<file path="src/rtl/nexys_starship_pkg.sv">
// Shared definitions for the starship monster array: top-state encoding and width helpers.
package nexys_starship_pkg;

    // One-hot top-state encodings
    localparam int unsigned TopStateW = 3;
    localparam logic [TopStateW-1:0] IdleOh = 3'b001;
    localparam logic [TopStateW-1:0] PlayOh = 3'b010;
    localparam logic [TopStateW-1:0] OverOh = 3'b100;

    typedef enum logic [TopStateW-1:0] {
        StIdle = IdleOh,
        StPlay = PlayOh,
        StOver = OverOh
    } top_state_e;

    // Bits needed to encode n distinct values, never less than one
    function automatic int unsigned cnt_width(input int unsigned n);
        return (n <= 1) ? 1 : int'($clog2(n));
    endfunction

endpackage

</file>
<file path="src/rtl/nexys_starship_monster_chan.sv">
// One monster terminal: EMPTY/FULL occupancy with a spawn-delay counter and an expiry counter.
module nexys_starship_monster_chan #(
    parameter int unsigned TIMER_W     = 8,
    parameter int unsigned TIMEOUT     = 12,
    parameter int unsigned SPAWN_DELAY = 1
) (
    input  logic clk_i,
    input  logic rst_ni,
    input  logic run_i,      // channel advances only while the game stays in PLAY
    input  logic hold_i,     // when not running, keep occupancy (game over) instead of clearing
    input  logic tick_i,
    input  logic kill_i,
    input  logic spawn_i,
    output logic full_o,
    output logic eligible_o,
    output logic expire_o
);

    localparam logic [TIMER_W-1:0] TimeoutC = TIMER_W'(TIMEOUT);
    localparam logic [TIMER_W-1:0] DelayC   = TIMER_W'(SPAWN_DELAY);

    logic               full_q, full_d;
    logic [TIMER_W-1:0] dly_q, dly_d;
    logic [TIMER_W-1:0] exp_q, exp_d;

    // Occupancy and counter registers
    always_ff @(posedge clk_i or negedge rst_ni) begin
        if (!rst_ni) begin
            full_q <= 1'b0;
            dly_q  <= '0;
            exp_q  <= '0;
        end else begin
            full_q <= full_d;
            dly_q  <= dly_d;
            exp_q  <= exp_d;
        end
    end

    // Next-state: kill beats everything, counters saturate at their terminal values
    always_comb begin
        full_d = full_q;
        dly_d  = dly_q;
        exp_d  = exp_q;
        if (!run_i) begin
            full_d = hold_i ? full_q : 1'b0;
            dly_d  = '0;
            exp_d  = '0;
        end else if (full_q) begin
            if (kill_i) begin
                full_d = 1'b0;
                dly_d  = '0;
                exp_d  = '0;
            end else if (tick_i && (exp_q != TimeoutC)) begin
                exp_d = exp_q + TIMER_W'(1);
            end
        end else begin
            if (spawn_i) begin
                full_d = 1'b1;
                dly_d  = '0;
                exp_d  = '0;
            end else if (tick_i && (dly_q != DelayC)) begin
                dly_d = dly_q + TIMER_W'(1);
            end
        end
    end

    // Status outputs; delay never exceeds DelayC, so equality means "waited long enough"
    always_comb begin
        full_o     = full_q;
        eligible_o = !full_q && (dly_q == DelayC);
        expire_o   = full_q && (exp_q == TimeoutC) && !kill_i;
    end

endmodule

</file>
<file path="src/rtl/nexys_starship_monster_array.sv">
// Monster terminal array: top IDLE/PLAY/OVER FSM, lowest-index spawn arbitration,
// expiry detection and occupancy count around NUM_TERM channel instances.
module nexys_starship_monster_array
    import nexys_starship_pkg::*;
#(
    parameter int unsigned NUM_TERM    = 4,
    parameter int unsigned TIMER_W     = 8,
    parameter int unsigned TIMEOUT     = 12,
    parameter int unsigned SPAWN_DELAY = 1,
    parameter int unsigned MAX_ACTIVE  = 2
) (
    input  logic                                 Clk,
    input  logic                                 Reset_n,
    input  logic                                 timer_tick,
    input  logic                                 play_flag,
    input  logic                                 restart,
    input  logic [NUM_TERM-1:0]                  random,
    input  logic [NUM_TERM-1:0]                  kill,
    output logic [NUM_TERM-1:0]                  monster,
    output logic [cnt_width(NUM_TERM+1)-1:0]     active_cnt,
    output logic                                 gameover,
    output logic [cnt_width(NUM_TERM)-1:0]       over_idx,
    output logic                                 q_Idle,
    output logic                                 q_Play,
    output logic                                 q_Over
);

    localparam int unsigned CntW = cnt_width(NUM_TERM + 1);
    localparam int unsigned IdxW = cnt_width(NUM_TERM);

    top_state_e          state_q, state_d;
    logic [CntW-1:0]     active_cnt_q, active_cnt_d;
    logic [IdxW-1:0]     over_idx_q, over_idx_d;
    logic [CntW-1:0]     live_cnt;
    logic [NUM_TERM-1:0] full, eligible, expire, grant;
    logic                any_expire, grant_found;
    logic [IdxW-1:0]     exp_idx;
    logic                run, hold;

    // Channel instances
    for (genvar g = 0; g < NUM_TERM; g++) begin : g_chan
        nexys_starship_monster_chan #(
            .TIMER_W     (TIMER_W),
            .TIMEOUT     (TIMEOUT),
            .SPAWN_DELAY (SPAWN_DELAY)
        ) u_chan (
            .clk_i      (Clk),
            .rst_ni     (Reset_n),
            .run_i      (run),
            .hold_i     (hold),
            .tick_i     (timer_tick),
            .kill_i     (kill[g]),
            .spawn_i    (grant[g]),
            .full_o     (full[g]),
            .eligible_o (eligible[g]),
            .expire_o   (expire[g])
        );
    end

    // Top state, registered occupancy count and latched expiry index
    always_ff @(posedge Clk or negedge Reset_n) begin
        if (!Reset_n) begin
            state_q      <= StIdle;
            active_cnt_q <= '0;
            over_idx_q   <= '0;
        end else begin
            state_q      <= state_d;
            active_cnt_q <= active_cnt_d;
            over_idx_q   <= over_idx_d;
        end
    end

    // Top next-state; illegal encodings fall back to IDLE
    always_comb begin
        state_d = state_q;
        case (state_q)
            StIdle:  if (play_flag)  state_d = StPlay;
            StPlay:  if (any_expire) state_d = StOver;
            StOver:  if (restart)    state_d = StIdle;
            default: state_d = StIdle;
        endcase
    end

    // Channels run only while PLAY persists, so the cycle that leaves PLAY already clears counters
    always_comb begin
        run  = (state_q == StPlay) && (state_d == StPlay);
        hold = (state_d == StOver);
    end

    // Live population count and lowest expiring index
    always_comb begin
        live_cnt   = '0;
        any_expire = 1'b0;
        exp_idx    = '0;
        for (int unsigned i = 0; i < NUM_TERM; i++) begin
            live_cnt = live_cnt + CntW'(full[i]);
            if (expire[i] && !any_expire) begin
                any_expire = 1'b1;
                exp_idx    = IdxW'(i);
            end
        end
    end

    // Spawn arbitration: cap uses the live count so back-to-back spawns cannot overshoot
    always_comb begin
        grant       = '0;
        grant_found = 1'b0;
        if (run && (live_cnt < CntW'(MAX_ACTIVE))) begin
            for (int unsigned i = 0; i < NUM_TERM; i++) begin
                if (!grant_found && eligible[i] && random[i] && !kill[i]) begin
                    grant[i]    = 1'b1;
                    grant_found = 1'b1;
                end
            end
        end
    end

    // Registered count trails monster by one cycle; over_idx latches on entering OVER
    always_comb begin
        active_cnt_d = live_cnt;
        over_idx_d   = over_idx_q;
        if ((state_q == StPlay) && any_expire) begin
            over_idx_d = exp_idx;
        end
    end

    // Output decode
    always_comb begin
        monster    = full;
        active_cnt = active_cnt_q;
        over_idx   = over_idx_q;
        q_Idle     = (state_q == StIdle);
        q_Play     = (state_q == StPlay);
        q_Over     = (state_q == StOver);
        gameover   = (state_q == StOver);
    end

endmodule

</file>
<file path="config.mk">
export PLATFORM = sky130hd
export DESIGN_NAME = nexys_starship_monster_array
export DESIGN_NICKNAME = d
export VERILOG_FILES = /design/src/rtl/nexys_starship_pkg.sv /design/src/rtl/nexys_starship_monster_chan.sv /design/src/rtl/nexys_starship_monster_array.sv
export SDC_FILE = /design/constraint.sdc
export NUM_CORES = 1
export LEC_CHECK = 0
export BUFFER_PORTS_ARGS = -buffer_cell sky130_fd_sc_hd__buf_2
export CAP_MARGIN = 10
export CORE_MARGIN = 5
export CORE_UTILIZATION = 27
export CTS_CLUSTER_DIAMETER = 120
export DETAILED_ROUTE_END_ITERATION = 7
export PLACE_DENSITY_LB_ADDON = 0.12
export SLEW_MARGIN = 10
export SYNTH_ARGS = -nofsm -noshare
export SYNTH_HDL_FRONTEND = slang
export SYNTH_SLANG_ARGS = --single-unit
</file>
<file path="constraint.sdc">
create_clock -name Clk -period 4.2 [get_ports Clk]
set_input_delay 0.21 -clock Clk [delete_from_list [all_inputs] [get_ports Clk]]
set_output_delay 0.21 -clock Clk [all_outputs]
set_load 0.03 [all_outputs]
</file>
# --- After elaboration in Yosys (flattened, before gate mapping) ---
# Index checks and enable logic that the tools add are counted.
totals:
  reg_bits: 76
  wordCells: 202
  input_bits: 13
  output_inout_bits: 13
op_classes:
  n_reduce_logical: 59
  magnitude_cmp: 1
  muxes: 78
  n_addsub: 11
  eq_ne: 38
ops:
  columns: ["op", "count"]
  rows:
  - ["2-to-1 mux 8 bit", 40]
  - ["adder 8 x 1 -> 8 bit (second input constant)", 8]
  - ["logical AND 1 bit", 37]
  - ["== test 8 x 1 -> 1 bit (second input constant)", 4]
  - ["== test 8 x 4 -> 1 bit (second input constant)", 4]
  - ["inequality test 8 x 1 -> 1 bit (second input constant)", 4]
  - ["inequality test 8 x 4 -> 1 bit (second input constant)", 4]
  - ["2-to-1 mux 1 bit", 31]
  - ["inequality test 4 bit (second input constant)", 5]
  - ["AND reduction 2 bit", 8]
  - ["inequality test 3 bit (second input constant)", 5]
  - ["zero test 1 bit", 14]
  - ["inequality test 4 x 2 -> 1 bit (second input constant)", 3]
  - ["2-to-1 mux 3 bit", 3]
  - ["inequality test 3 x 2 -> 1 bit (second input constant)", 3]
  - ["case mux 3 bit (3 select lines)", 1]
  - ["== test 3 x 2 -> 1 bit (second input constant)", 2]
  - ["== test 3 bit (second input constant)", 2]
  - ["2-to-1 mux 2 bit", 2]
  - ["2-to-1 mux 4 bit", 1]
  - ["adder 2 x 1 -> 3 bit", 1]
  - ["adder 3 x 1 -> 3 bit", 1]
  - ["== test 3 x 1 -> 1 bit (second input constant)", 1]
  - ["< comparator 3 x 2 -> 1 bit (second input constant)", 1]
  - ["2 further kinds", 2]

# --- Logic depth before layout (Yosys ltp) ---
# Gate-level depths: netlist (run 1).
logic_depth:
  ltp_word: 40
  depth_mapped: 13
  mapped_depth_nobuf: 12

# --- Hierarchy ---
# Synthesis (run 1) repeated with hierarchy kept, for this count alone.
hier_totals:
  hier_cells: 494
  hier_area_um2: 4616.9
modules_own_cells:
  columns: ["mod", "area_per_inst_um2", "cells_per_inst", "instances", "seq_area_each_um2"]
  rows:
  - ["nexys_starship_monster_chan at g_chan[1].u_chan ...", 997.2, 109, 3, 425.4]
  - ["nexys_starship_monster_chan at g_chan[0].u_chan", 1076.0, 116, 1, 425.4]
  - ["nexys_starship_monster_array", 549.3, 51, 1, 201.4]

# --- Least setup slack after synthesis (run 1) ---
# OpenSTA, ideal clock, no wires.
synth_timing:
  kind: "reg2reg"
  from: "reg g_chan[0].u_chan.full_q"
  to: "reg g_chan[3].u_chan.exp_q[7]"
  required_ns: 4.122
  stages_incl_launch_ff: 13
  synth_period_minus_slack_ns: 2.909
  path_buffers: 0
  arrival_ns: 2.832
  path_slack_ns: 1.291
  setup_ns: 0.078
  path_cell_list: "dfrtp_1 inv_1 fa_1 inv_1 ha_1 inv_1 ha_1 nand3b_1 nor3_1 a41oi_1 o211a_4 or4_1 a21oi_1"
synth_via:
  elab_chain_len: 26
  word_cells_on_any_way: 49
  cone_classes: "3 x add/sub; 1 x order compare; 3 x eq/ne; 15 x mux; 27 x reduce/logical"
synth_rtl:
  columns: ["element", "line", "source"]
  rows:
  - ["start: declaration", "nexys_starship_monster_chan.sv:22", "logic full_q, full_d;"]
  - ["start signal: assignment", "nexys_starship_monster_chan.sv:33", "full_q <= full_d;"]
  - ["zero test 1 bit", "nexys_starship_monster_chan.sv:70", "eligible_o = !full_q && (dly_q == DelayC);"]
  - ["logical AND 1 bit", "nexys_starship_monster_chan.sv:70", null]
  - ["logical AND 1 bit (2 in a row)", "nexys_starship_monster_array.sv:110", "if (!grant_found && eligible[i] && random[i] && !kill[i]) begin"]
  - ["2-to-1 mux 1 bit", "nexys_starship_monster_array.sv:110", null]
  - ["2-to-1 mux 1 bit", "nexys_starship_monster_array.sv:108", "if (run && (live_cnt < CntW'(MAX_ACTIVE))) begin"]
  - ["zero test 1 bit", "nexys_starship_monster_array.sv:110", null]
  - ["logical AND 1 bit (3 in a row)", "nexys_starship_monster_array.sv:110", null]
  - ["2-to-1 mux 1 bit", "nexys_starship_monster_array.sv:110", null]
  - ["(+5 left out)", null, null]
  - ["2-to-1 mux 1 bit", "nexys_starship_monster_array.sv:110", null]
  - ["2-to-1 mux 1 bit", "nexys_starship_monster_array.sv:108", null]
  - ["zero test 1 bit", "nexys_starship_monster_array.sv:110", null]
  - ["logical AND 1 bit (3 in a row)", "nexys_starship_monster_array.sv:110", null]
  - ["2-to-1 mux 1 bit", "nexys_starship_monster_array.sv:110", null]
  - ["2-to-1 mux 4 bit", "nexys_starship_monster_array.sv:108", null]
  - ["inequality test 3 x 2 -> 1 bit (no source line)", null, null]
  - ["AND reduction 2 bit (no source line)", null, null]
  - ["end signal: assignment", "nexys_starship_monster_chan.sv:35", "exp_q <= exp_d;"]
  - ["end: declaration", "nexys_starship_monster_chan.sv:24", "logic [TIMER_W-1:0] exp_q, exp_d;"]
# Parallel ways exist; a longest one is shown, timed or not. The select of a mux whose other input is x is not followed.
# A chain may end at the register's enable or synchronous reset.

# --- Worst setup path after layout (run 1) ---
# Ends and elaborated chain as after synthesis.

==> flow_metrics.py, run 1 <==
metrics = {
    "pwr": {
        "switchingPower_mw": 0.558,
        "clkPwrFrac": 0.426,
        "p_seq_frac": 0.400,
        "max-vdd-ir-drop_mv": 0.182,
        "p_sw_frac": 0.290,
        "power_leakage_nw": 2.23,
        "p_per_area_nw_per_um2": 373,
        "intPower_mw": 1.37,
        "pwr-share-comb": 0.174,
    },
    "clock_network": {
        "insertion_delay_ps": 340,
        "ctsHtreeMaxLevel": 3,
        "post-cts-setup-buffers": 0,
        "cts_resized": 0,
        "cts_root_buffer": "clkbuf_16",
        "clockBufferDepth": 2,
        "cts_tree": "done",
        "numCtsBuffers": 9,
        "clock-sinks": 76,
        "path_clk_slew_ps": 60,
        "cts_hold_buf": 0,
    },
    "layout": {
        "stdcell_area_um2": 5180,
        "num_antenna_cells": 0,
        "drive_gt1_frac": 0.116,
        "syn_to_final_growth_pct": 14.1,
        "nets": 545,
    },
    "sta": {
        "fin_crit_ps": 3330,
        "whs_ps": 32.1,
        "worstMarginPinSlew_ps": 1010,
        "fmax_mhz": 300,
        "timing_hold_violations_final": 0,
        "post-route-period-util": 0.793,
        "relSlewSlack": 0.328,
        "rsz0062_at_grt": "no",
        "tns_ps": 0,
        "skew_ps": 8.89,
        "setup_viol": 0,
        "drv_slew": 0,
    },
    "critical_path": {
        "crit_path_end_kind": "register",
        "reg2reg_setup_slack_ps": 870,
        "crit_family": "adder cells",
        "arrival_ps": 3590,
        "cp_num_buf_inv": 3,
        "worstSetupPathType": "register to register",
        "critPathLaunchType": "register",
        "cp_max_fo": 16,
        "cp_common_cell": "inv_1",
        "crit_required_ps": 4460,
        "path_cells": "inv_1, fa_1, inv_1, ha_1, inv_1, ha_1, nand3b_1, nor3_1, a41oi_1, o211a_4, or4_1, a21oi_1",
        "cp_slowest_cell": "fa_1",
        "crit_path_max_incr_delay_ps": 530,
    },
    "routing": {
        "routedWlPerCell_um": 16.0,
        "drtIter0Drc": 184,
        "wl_um": 11800,
        "ant_nets": 0,
        "drcViolationCount": 0,
        "drt-pass1-iter-count": 4,
        "vias_per_cell": 5.11,
        "vias": 3765,
    },
    "place": {
        "dpl.hpwl_um": 8150,
        "portBuffers": 25,
        "placed_area_um2": 4870,
        "place_congestion": 0.794,
    },
    "floorplanning": {
        "die_height_um": 140,
        "coreArea_um2": 16500,
        "initial_core_util": 0.275,
        "rows": 47,
        "io_pins": 26,
        "fp.dieW_um": 140,
        "die_area_um2": 19500,
    },
    "global_routing": {
        "grt_max_degree": 77,
        "grt_pass1_vias": 3590,
        "overflow": 0,
        "grt_usage": 0.124,
        "grt_pass1_wl_um": 19300,
        "antenna_found_initial": 0,
    },
    "run": {
        "drv_cap": 0,
    },
    "yosys": {
        "yosysWarnings": 0,
        "synthCells": 491,
        "synthFlopType": "dfrtp_1",
        "synth_seq_area_share": 0.419,
        "mappedNetlistArea_um2": 4540,
        "syn_nets": 524,
        "synth_edf_count": 0,
        "synth.distinct_cells": 63,
        "async_flop_share": 1.00,
        "synth_seq_cells": 76,
        "syn_avg_cell_area_um2": 9.24,
    },
    "run_status": {
        "status": "finished clean",
    },
    "worst_hold_path": {
        "hold_class": "input port to async pin",
    },
}
[registers in the layout (all words and copies together), names as in the netlist]
| name | flops |
|---|---|
| active_cnt | 3 |
| g_chan.u_chan.full_o | 4 |
| g_chan.u_chan.dly_q | 32 |
| over_idx | 2 |
| state_q | 3 |
| g_chan.u_chan.exp_q | 32 |
[cells in the final DEF (no fill, tap or decap), types with 3 or more instances in the layout]
cell type,n
o22ai_1,3
nor3b_1,4
nand3_1,22
nor2_1,28
nand2_1,37
nor3_1,15
clkbuf_1,3
ha_1,19
dfrtp_1,75
and3_1,9
mux2i_1,4
nor4b_1,3
a21o_1,11
a31oi_1,8
a22o_1,14
xnor2_1,3
nor4_1,8
nand2b_1,6
nand3b_1,4
xor2_1,6
buf_4,6
or3_1,14
o21a_1,4
o211ai_1,3
or4_1,8
o21ai_0,41
a21oi_1,28
clkbuf_16,9
and4_1,7
nand4_1,9
o31ai_1,8
inv_1,26
buf_2,24
clkbuf_8,3
[layer usage]
metal,GRT usage,vias up,share of wire
met2,0.184,64,0.45
met3,0.0230,11,0.025
met5,0,-,0
li1,-,1867,-
met1,0.175,1823,0.51
met4,0.0541,0,0.018
[layout make-up]
cell class	instances	area (µm²)
Clock buffer	15	278
Timing Repair Buffer	30	165
Multi-Input combinational cell	369	2430
Fill cell	1715	11300
Inverter	26	97.6
Tap cell	220	275
Clock inverter	1	30.0
Sequential cell	76	1900
[Yosys cell counts (all sizes together) (4+ instances only)]
library cell	instances	area share
dfrtp	75	0.41
o21ai	43	0.050
nand2	37	0.031
a21oi	28	0.031
nor2	28	0.023
inv	26	0.022
nand3	23	0.026
ha	19	0.052
nor3	17	0.021
or3	16	0.024
a22o	14	0.027
buf	13	0.018
a21o	11	0.018
and3	9	0.012
nand4	9	0.012
or4	9	0.016
a31oi	8	0.011
nor4	8	0.011
o31ai	8	0.013
and4	7	0.014
clkbuf	7	0.0058
nand2b	6	0.0083
xor2	6	0.012
o21a	5	0.0099
mux2i	4	0.0088
nand3b	4	0.0066
nor3b	4	0.0066
[path summary, 6_finish.rpt]
check	from	end	depth (start not counted)
max	g_chan[0].u_chan.full_o	g_chan[3].u_chan.exp_q[7]	12
min	Reset_n	g_chan[2].u_chan.dly_q[5]	1
max reg2reg	g_chan[0].u_chan.full_o	g_chan[3].u_chan.exp_q[7]	12
min reg2reg	g_chan[2].u_chan.exp_q[2]	g_chan[2].u_chan.exp_q[2]	1
max in group asynchronous	Reset_n	g_chan[3].u_chan.dly_q[2]	1
min in group Clk	play_flag	state_q[1]	3
[power groups by stage]
stage	sequential, mW	clock, mW	combinational [mW]
6_report	0.771	0.821	0.336
5_1_grt	0.774	0.877	0.374
4_1_cts	0.771	0.849	0.341
3_5_place_dp	0.784	0	0.339
3_3_place_gp	0.783	0	0.335
2_1_floorplan	0.780	0	0.236
[worst reg2reg max path, stage by stage, from the launching register on]
cell	delay, ps
dfrtp_1	440
inv_1	90
fa_1	530
inv_1	40
ha_1	190
inv_1	60
ha_1	290
nand3b_1	110
nor3_1	280
a41oi_1	210
o211a_4	350
or4_1	510
a21oi_1	150
[logic make-up (layout without fill, tap and decap cells)]
family / Yosys count / in the layout / synth area share
xor gates and xnor gates: 9 / 9 / 0.0174
muxes: 6 / 6 / 0.0138
buffers and inverters: 46 / 72 / 0.0458
and+or+nand+nor: 194 / 194 / 0.243
AOI/OAI and AO/OA: 140 / 140 / 0.204
DFF: 76 / 76 / 0.419
adders and majority gates: 20 / 20 / 0.0568
[through the flow]
step / total power, mW / utilization / setup slack, ps / std cells
floorplan: 1.02 / - / 1290 / 491
global placement: 1.12 / 0.295 / 941 / 721
detailed placement: 1.12 / 0.295 / 818 / 721
CTS: 1.96 / 0.313 / 803 / 737
global route: 2.02 / 0.313 / 471 / 737
finish: 1.93 / 0.313 / 871 / 737
No activity file was read; power rests on OpenSTA's default activity.
==> run 2: changes to the inputs <==
Clock period 4.2 ns to 2.8 ns, I/O delays scaled along.
==> run 2 against run 1 <==
The flow now finishes with violations (hold timing). Count of clock-buffer cells in the layout stayed put. Final area is 9.8% higher. Fmax is 21% higher. Utilization is 3.1 points higher. Sequential share of layout area is 3.3 points lower. Die area stayed put. Total power is 54% higher. Largest cell class unchanged. Highest routed layer unchanged.
==> flow_metrics.py, run 2 (synthesis results as in run 1) <==
metrics = {
    "run_status": {
        "status": "finished, violations left",
        "violations": "hold timing",
    },
    "floorplanning": {
        "die_area_um2": 19500,
        "fp.dieW_um": 140,
        "rows": 47,
        "io_pins": 26,
        "coreArea_um2": 16500,
        "initial_core_util": 0.275,
        "die_height_um": 140,
    },
    "global_routing": {
        "antenna_found_initial": 0,
        "grt_usage": 0.128,
        "grt_pass1_wl_um": 20100,
        "overflow": 0,
        "grt_max_degree": 77,
        "grt_pass1_vias": 3857,
    },
    "critical_path": {
        "critPathLaunchType": "register",
        "worstSetupStartpoint": "g_chan[0].u_chan.full_o",
        "critPathCapture": "g_chan[3].u_chan.exp_q[2]",
        "timing.rr.start": "g_chan[0].u_chan.full_o",
        "rr_worst_depth": 13,
        "crit_required_ps": 3070,
        "arrival_ps": 3010,
        "worstSetupPathType": "register to register",
        "reg2reg_setup_slack_ps": 60,
        "reg2reg_to": "g_chan[3].u_chan.exp_q[2]",
        "cp_max_fo": 9,
        "crit_path_end_kind": "register",
    },
    "layout": {
        "syn_to_final_growth_pct": 25.3,
        "num_antenna_cells": 0,
        "stdcell_area_um2": 5690,
        "n_fill_cell": 1713,
        "nets": 597,
        "multi_input_area_um2": 2520,
        "regArea_um2": 1900,
        "final_cell_mix": "dfrtp_1, buf_4, o21ai_0, nand2_1, nor2_1",
        "drive_gt1_frac": 0.236,
        "final_common_cell": "dfrtp_1",
    },
    "run": {
        "drv_cap": 0,
    },
    "clock_network": {
        "numCtsBuffers": 9,
        "path_clk_slew_ps": 60,
        "ctsHtreeMaxLevel": 3,
        "clockBufferDepth": 2,
        "cts_root_buffer": "clkbuf_16",
        "insertion_delay_ps": 340,
        "cts_tree": "done",
        "clock-sinks": 76,
    },
    "routing": {
        "wl_um": 12300,
        "ant_nets": 0,
        "routedWlPerCell_um": 15.5,
        "vias": 3976,
        "drcViolationCount": 0,
        "drt-pass1-iter-count": 4,
        "drtIter0Drc": 241,
        "vias_per_cell": 5.04,
    },
    "sta": {
        "worstMarginPinSlew_ps": 1040,
        "whs_ps": -15.8,
        "relSlewSlack": 0.305,
        "drv_slew": 0,
        "skew_ps": 6.71,
        "timing_hold_violations_final": 14,
        "tns_ps": 0,
        "worst_slack_ps": 56.0,
        "post-route-period-util": 0.980,
        "fin_crit_ps": 2740,
        "fmax_mhz": 364,
        "setup_viol": 0,
        "rsz0062_at_grt": "yes",
    },
    "place": {
        "dpl.hpwl_um": 8630,
        "placed_area_um2": 5180,
        "place_congestion": 0.852,
        "portBuffers": 25,
        "pre_cts_ws_ps": -50.3,
    },
    "pwr": {
        "power_leakage_nw": 2.51,
        "p_per_area_nw_per_um2": 522,
        "max-vdd-ir-drop_mv": 0.284,
    },
    "worst_hold_path": {
        "hold_class": "input port to async pin",
    },
}
-- run 2: cell types whose count changed in the layout (fill, tap and decap cells not counted), moves of 2 or more --
cell	before	now
a21oi_1	28	23
inv_2	0	3
buf_12	0	2
buf_6	0	4
nor3_2	2	6
buf_4	6	52
o21ai_0	41	39
nor3_1	15	11
inv_1	26	23
ha_1	19	17
a21oi_2	0	5
-- run 2: worst max-delay path, stage by stage (launching register included) --
cell and delay (ps):
dfrtp_1 360, inv_2 40, fa_1 520, inv_1 40, ha_2 170, inv_2 60, ha_4 150, nand3b_1 100
nor3_2 220, a41oi_2 160, o211a_4 290, buf_6 140, or3_1 310, a21oi_1 120
-- run 2: worst min path at each step --
| stage | slack, ps | startpoint | cells after the start | end |
|---|---|---|---|---|
| after global placement | 370 | play_flag | 3 | state_q[1] |
| final | -20 | Reset_n | 1 | g_chan[2].u_chan.dly_q[4] |
| after floorplan | -160 | Reset_n | 0 | active_cnt[0] |
| after detailed placement | 370 | play_flag | 3 | state_q[1] |
| after global routing | 10 | play_flag | 3 | state_q[1] |
| after CTS | 2 | play_flag | 3 | state_q[1] |
-- run 2: metrics by stage --
stage,utilization,instances,total power [mW],hold WS [ps]
final,0.344,789,2.97,-15.8
after global routing,0.344,789,3.14,14.1
after CTS,0.335,780,2.96,2.41
after detailed placement,0.313,757,1.78,369
after global placement,0.313,757,1.78,367
after floorplan,-,491,1.53,-156
-- run 2: where the power goes --
group	switching, mW	internal, mW
sequential	0.0244	1.13
clock	0.458	0.697
combinational	0.383	0.277
-- run 2: layout make-up --
cell class / count / area share
tap: 220 / 0.0484
timing repair buffer: 82 / 0.105
multi-input combinational: 369 / 0.443
sequential: 76 / 0.335
clock inverter: 1 / 0.000880
inverter: 26 / 0.0172
clock buffer: 15 / 0.0506
-- run 2: metal layers --
layer  part of all wire  track usage  up-vias
met5                  0            0        -
met4              0.016       0.0510        0
met3              0.020       0.0209       10
met2               0.47        0.202       41
met1               0.49        0.176     1952
li1                   -            -     1973
-- run 2: what timing repair did --
action | 4_1_cts | 5_1_grt
cloned | 0 | 1
setup buffers | 7 | 8
pin swaps | 7 | 19
gates resized for setup | 3 | 23
hold buffers | 0 | 0
setup endpoints to repair | 5 | 35
==> run 3: changes to the inputs <==
Settings changed: ABC_AREA set to 1, SYNTH_HIERARCHICAL set to 1.
Clock period 2.8 ns to 2.9 ns, I/O delays scaled along.
==> run 3 against run 2 <==
The flow now finishes without violations. Clock power is 9% lower. Worst setup slack better by 220 ps. Cell count increased by 34%. Synthesized area increased by 19%. Register-to-register slack gained 220 ps. Global-route usage decreased by 0.10 points. Combinational power up 79%. Critical path type unchanged. Critical endpoint is now g_chan[1].u_chan/dly_q[7]. Highest routed layer unchanged.
==> flow_metrics.py, run 3 <==
metrics = {
    "run_status": {
        "status": "finished clean",
    },
    "global_routing": {
        "grt_pass1_wl_um": 23000,
        "grt_pass1_vias": 4659,
        "grt_max_degree": 40,
        "antenna_found_initial": 0,
        "overflow": 0,
        "grt_usage": 0.127,
    },
    "clock_network": {
        "post-cts-setup-buffers": 0,
        "clockBufferDepth": 2,
        "numCtsBuffers": 9,
        "ctsHtreeMaxLevel": 3,
        "cts_root_buffer": "clkbuf_16",
        "path_clk_slew_ps": 60,
        "clock-sinks": 76,
        "cts_tree": "done",
        "insertion_delay_ps": 340,
    },
    "routing": {
        "vias": 4760,
        "ant_nets": 0,
        "wl_um": 13600,
        "vias_per_cell": 4.50,
        "drt-pass1-iter-count": 4,
        "routedWlPerCell_um": 12.8,
        "drcViolationCount": 0,
        "drtIter0Drc": 227,
    },
    "layout": {
        "final_cell_mix": "nand2_1, nor2_1, inv_1, nand3_1, dfrtp_1",
        "nets": 820,
        "final_common_cell": "nand2_1",
        "num_antenna_cells": 0,
        "drive_gt1_frac": 0.155,
        "n_fill_cell": 2166,
        "syn_to_final_growth_pct": 11.6,
    },
    "critical_path": {
        "crit_path_max_incr_delay_ps": 530,
        "cp_num_buf_inv": 4,
        "worstSetupPathType": "register to register",
        "critPathLaunchType": "register",
        "crit_path_end_kind": "register",
        "cp_slowest_cell": "fa_1",
        "cp_max_fo": 11,
        "arrival_ps": 2860,
        "path_cells": "inv_1, fa_1, inv_1, ha_1, inv_1, ha_1, nand3_2, nor2_1, nor3_4, inv_2, nand2_4, nand2_2, nand3_1, nand2_1, nor2_1",
        "crit_family": "simple AND/OR/NAND/NOR gates",
        "reg2reg_setup_slack_ps": 280,
        "cp_common_cell": "inv_1",
        "crit_required_ps": 3130,
    },
    "yosys": {
        "syn_avg_cell_area_um2": 7.12,
        "yosys.area.top_type_share": 0.347,
        "post-synth-top-count-cell": "nand2_1",
        "syn_nets": 792,
        "yosysWarnings": 6,
        "mappedNetlistArea_um2": 5400,
        "yosys-top-cells-count": "nand2_1, nor2_1, inv_1",
        "yosysTopAreaCell": "dfrtp_1",
        "synth_area_leaders": "dfrtp_1, nand2_1, nand3_1, nor2_1, inv_1",
        "synth_seq_area_share": 0.352,
        "synth_seq_cells": 76,
        "synth.distinct_cells": 33,
        "synth_edf_count": 0,
        "synthCells": 759,
        "async_flop_share": 1.00,
        "synthFlopType": "dfrtp_1",
    },
    "floorplanning": {
        "initial_core_util": 0.276,
        "die_height_um": 151,
        "fp.dieW_um": 151,
        "io_pins": 26,
        "die_area_um2": 22900,
        "coreArea_um2": 19600,
        "rows": 51,
    },
    "sta": {
        "skew_ps": 6.69,
        "fmax_mhz": 381,
        "worst_slack_ps": 278,
        "relSlewSlack": 0.596,
        "timing_hold_violations_final": 0,
        "rsz0062_at_grt": "no",
        "fin_crit_ps": 2620,
        "post-route-period-util": 0.904,
        "setup_viol": 0,
        "tns_ps": 0,
        "drv_slew": 0,
        "worstMarginPinSlew_ps": 600,
    },
    "run": {
        "drv_cap": 0,
    },
    "worst_hold_path": {
        "hold_class": "input port to register",
    },
    "place": {
        "dpl.hpwl_um": 10200,
        "portBuffers": 25,
        "place_congestion": 0.840,
        "pre_cts_ws_ps": 227,
    },
    "pwr": {
        "power_leakage_nw": 2.66,
        "max-vdd-ir-drop_mv": 0.318,
        "p_per_area_nw_per_um2": 572,
    },
}
-- run 3: cell types whose count changed after synthesis, sizes merged, moves of 16 or more --
cell	previous run	this run
inv	26	122
nand2	37	191
nand3	23	100
nor2	28	117
or3	16	0
-- run 3: power by group --
group          internal, mW  leakage, nW  switching (mW)
clock                 0.602        0.131           0.447
sequential             1.14         1.05          0.0743
combinational         0.335         1.47           0.843
total                  2.08         2.66            1.36
-- run 3: through the flow --
step | power (mW) | utilization | std cells | cell area, µm² | hold WS, ps
floorplan | 2.22 | - | 759 | 5400 | -151
CTS | 3.53 | 0.308 | 1057 | 6030 | 44.7
detailed placement | 2.45 | 0.294 | 1040 | 5750 | 191
finish | 3.45 | 0.308 | 1057 | 6030 | 46.5
global route | 3.69 | 0.308 | 1057 | 6030 | 56.5
global placement | 2.44 | 0.294 | 1040 | 5750 | 185
-- run 3: kinds of logic after synthesis --
| kind of cell | count (synthesis) | share of synthesized area |
|---|---|---|
| AO/OA/AOI/OAI | 76 | 0.0843 |
| XOR/XNOR | 4 | 0.00648 |
| adder cells (fa/ha/maj) | 20 | 0.0477 |
| buffers and inverters | 143 | 0.125 |
| flip-flops | 76 | 0.352 |
| AND/OR/NAND/NOR | 440 | 0.384 |
-- run 3: timing repair --
item	CTS	global route
resized for setup	0	0
endpoints found under the hold margin	35	0
hold buffers	1	0
-- run 3: layout make-up --
| type | count | area [µm²] | share of cell area |
|---|---|---|---|
| Inverter | 122 | 458 | 0.0760 |
| Timing Repair Buffer | 38 | 240 | 0.0399 |
| Clock inverter | 2 | 10.0 | 0.00166 |
| Sequential cell | 76 | 1900 | 0.316 |
| Tap cell | 265 | 332 | 0.0550 |
| Multi-Input combinational cell | 540 | 2830 | 0.470 |
| Clock buffer | 14 | 254 | 0.0421 |
-- run 3: worst reg2reg max path: cells and delay by family (launching register included) --
family                     cells  cell delay, ps
buffers and inverters          4             260
adders and majority gates      3             870
and+or+nand+nor                8            1050
DFF                            1             340
-- run 3: worst paths after layout --
path / startpoint / endpoint / cells past startpoint
worst min-delay path: restart / state_q[2] / 2
max in group asynchronous: Reset_n / state_q[0] / 3
worst max register to register: g_chan[0].u_chan/full_o / g_chan[1].u_chan/dly_q[7] / 15
worst min register to register: over_idx[0] / over_idx[0] / 2
worst max-delay path: g_chan[0].u_chan/full_o / g_chan[1].u_chan/dly_q[7] / 15
min in group asynchronous: Reset_n / g_chan[0].u_chan/dly_q[5] / 2
-- run 3: routing by layer --
metal,vias up,GRT usage,share of wire
met4,0,0.0322,0.013
met3,13,0.0297,0.033
met1,2226,0.166,0.48
li1,2455,-,-
met5,-,0,0
met2,66,0.211,0.47
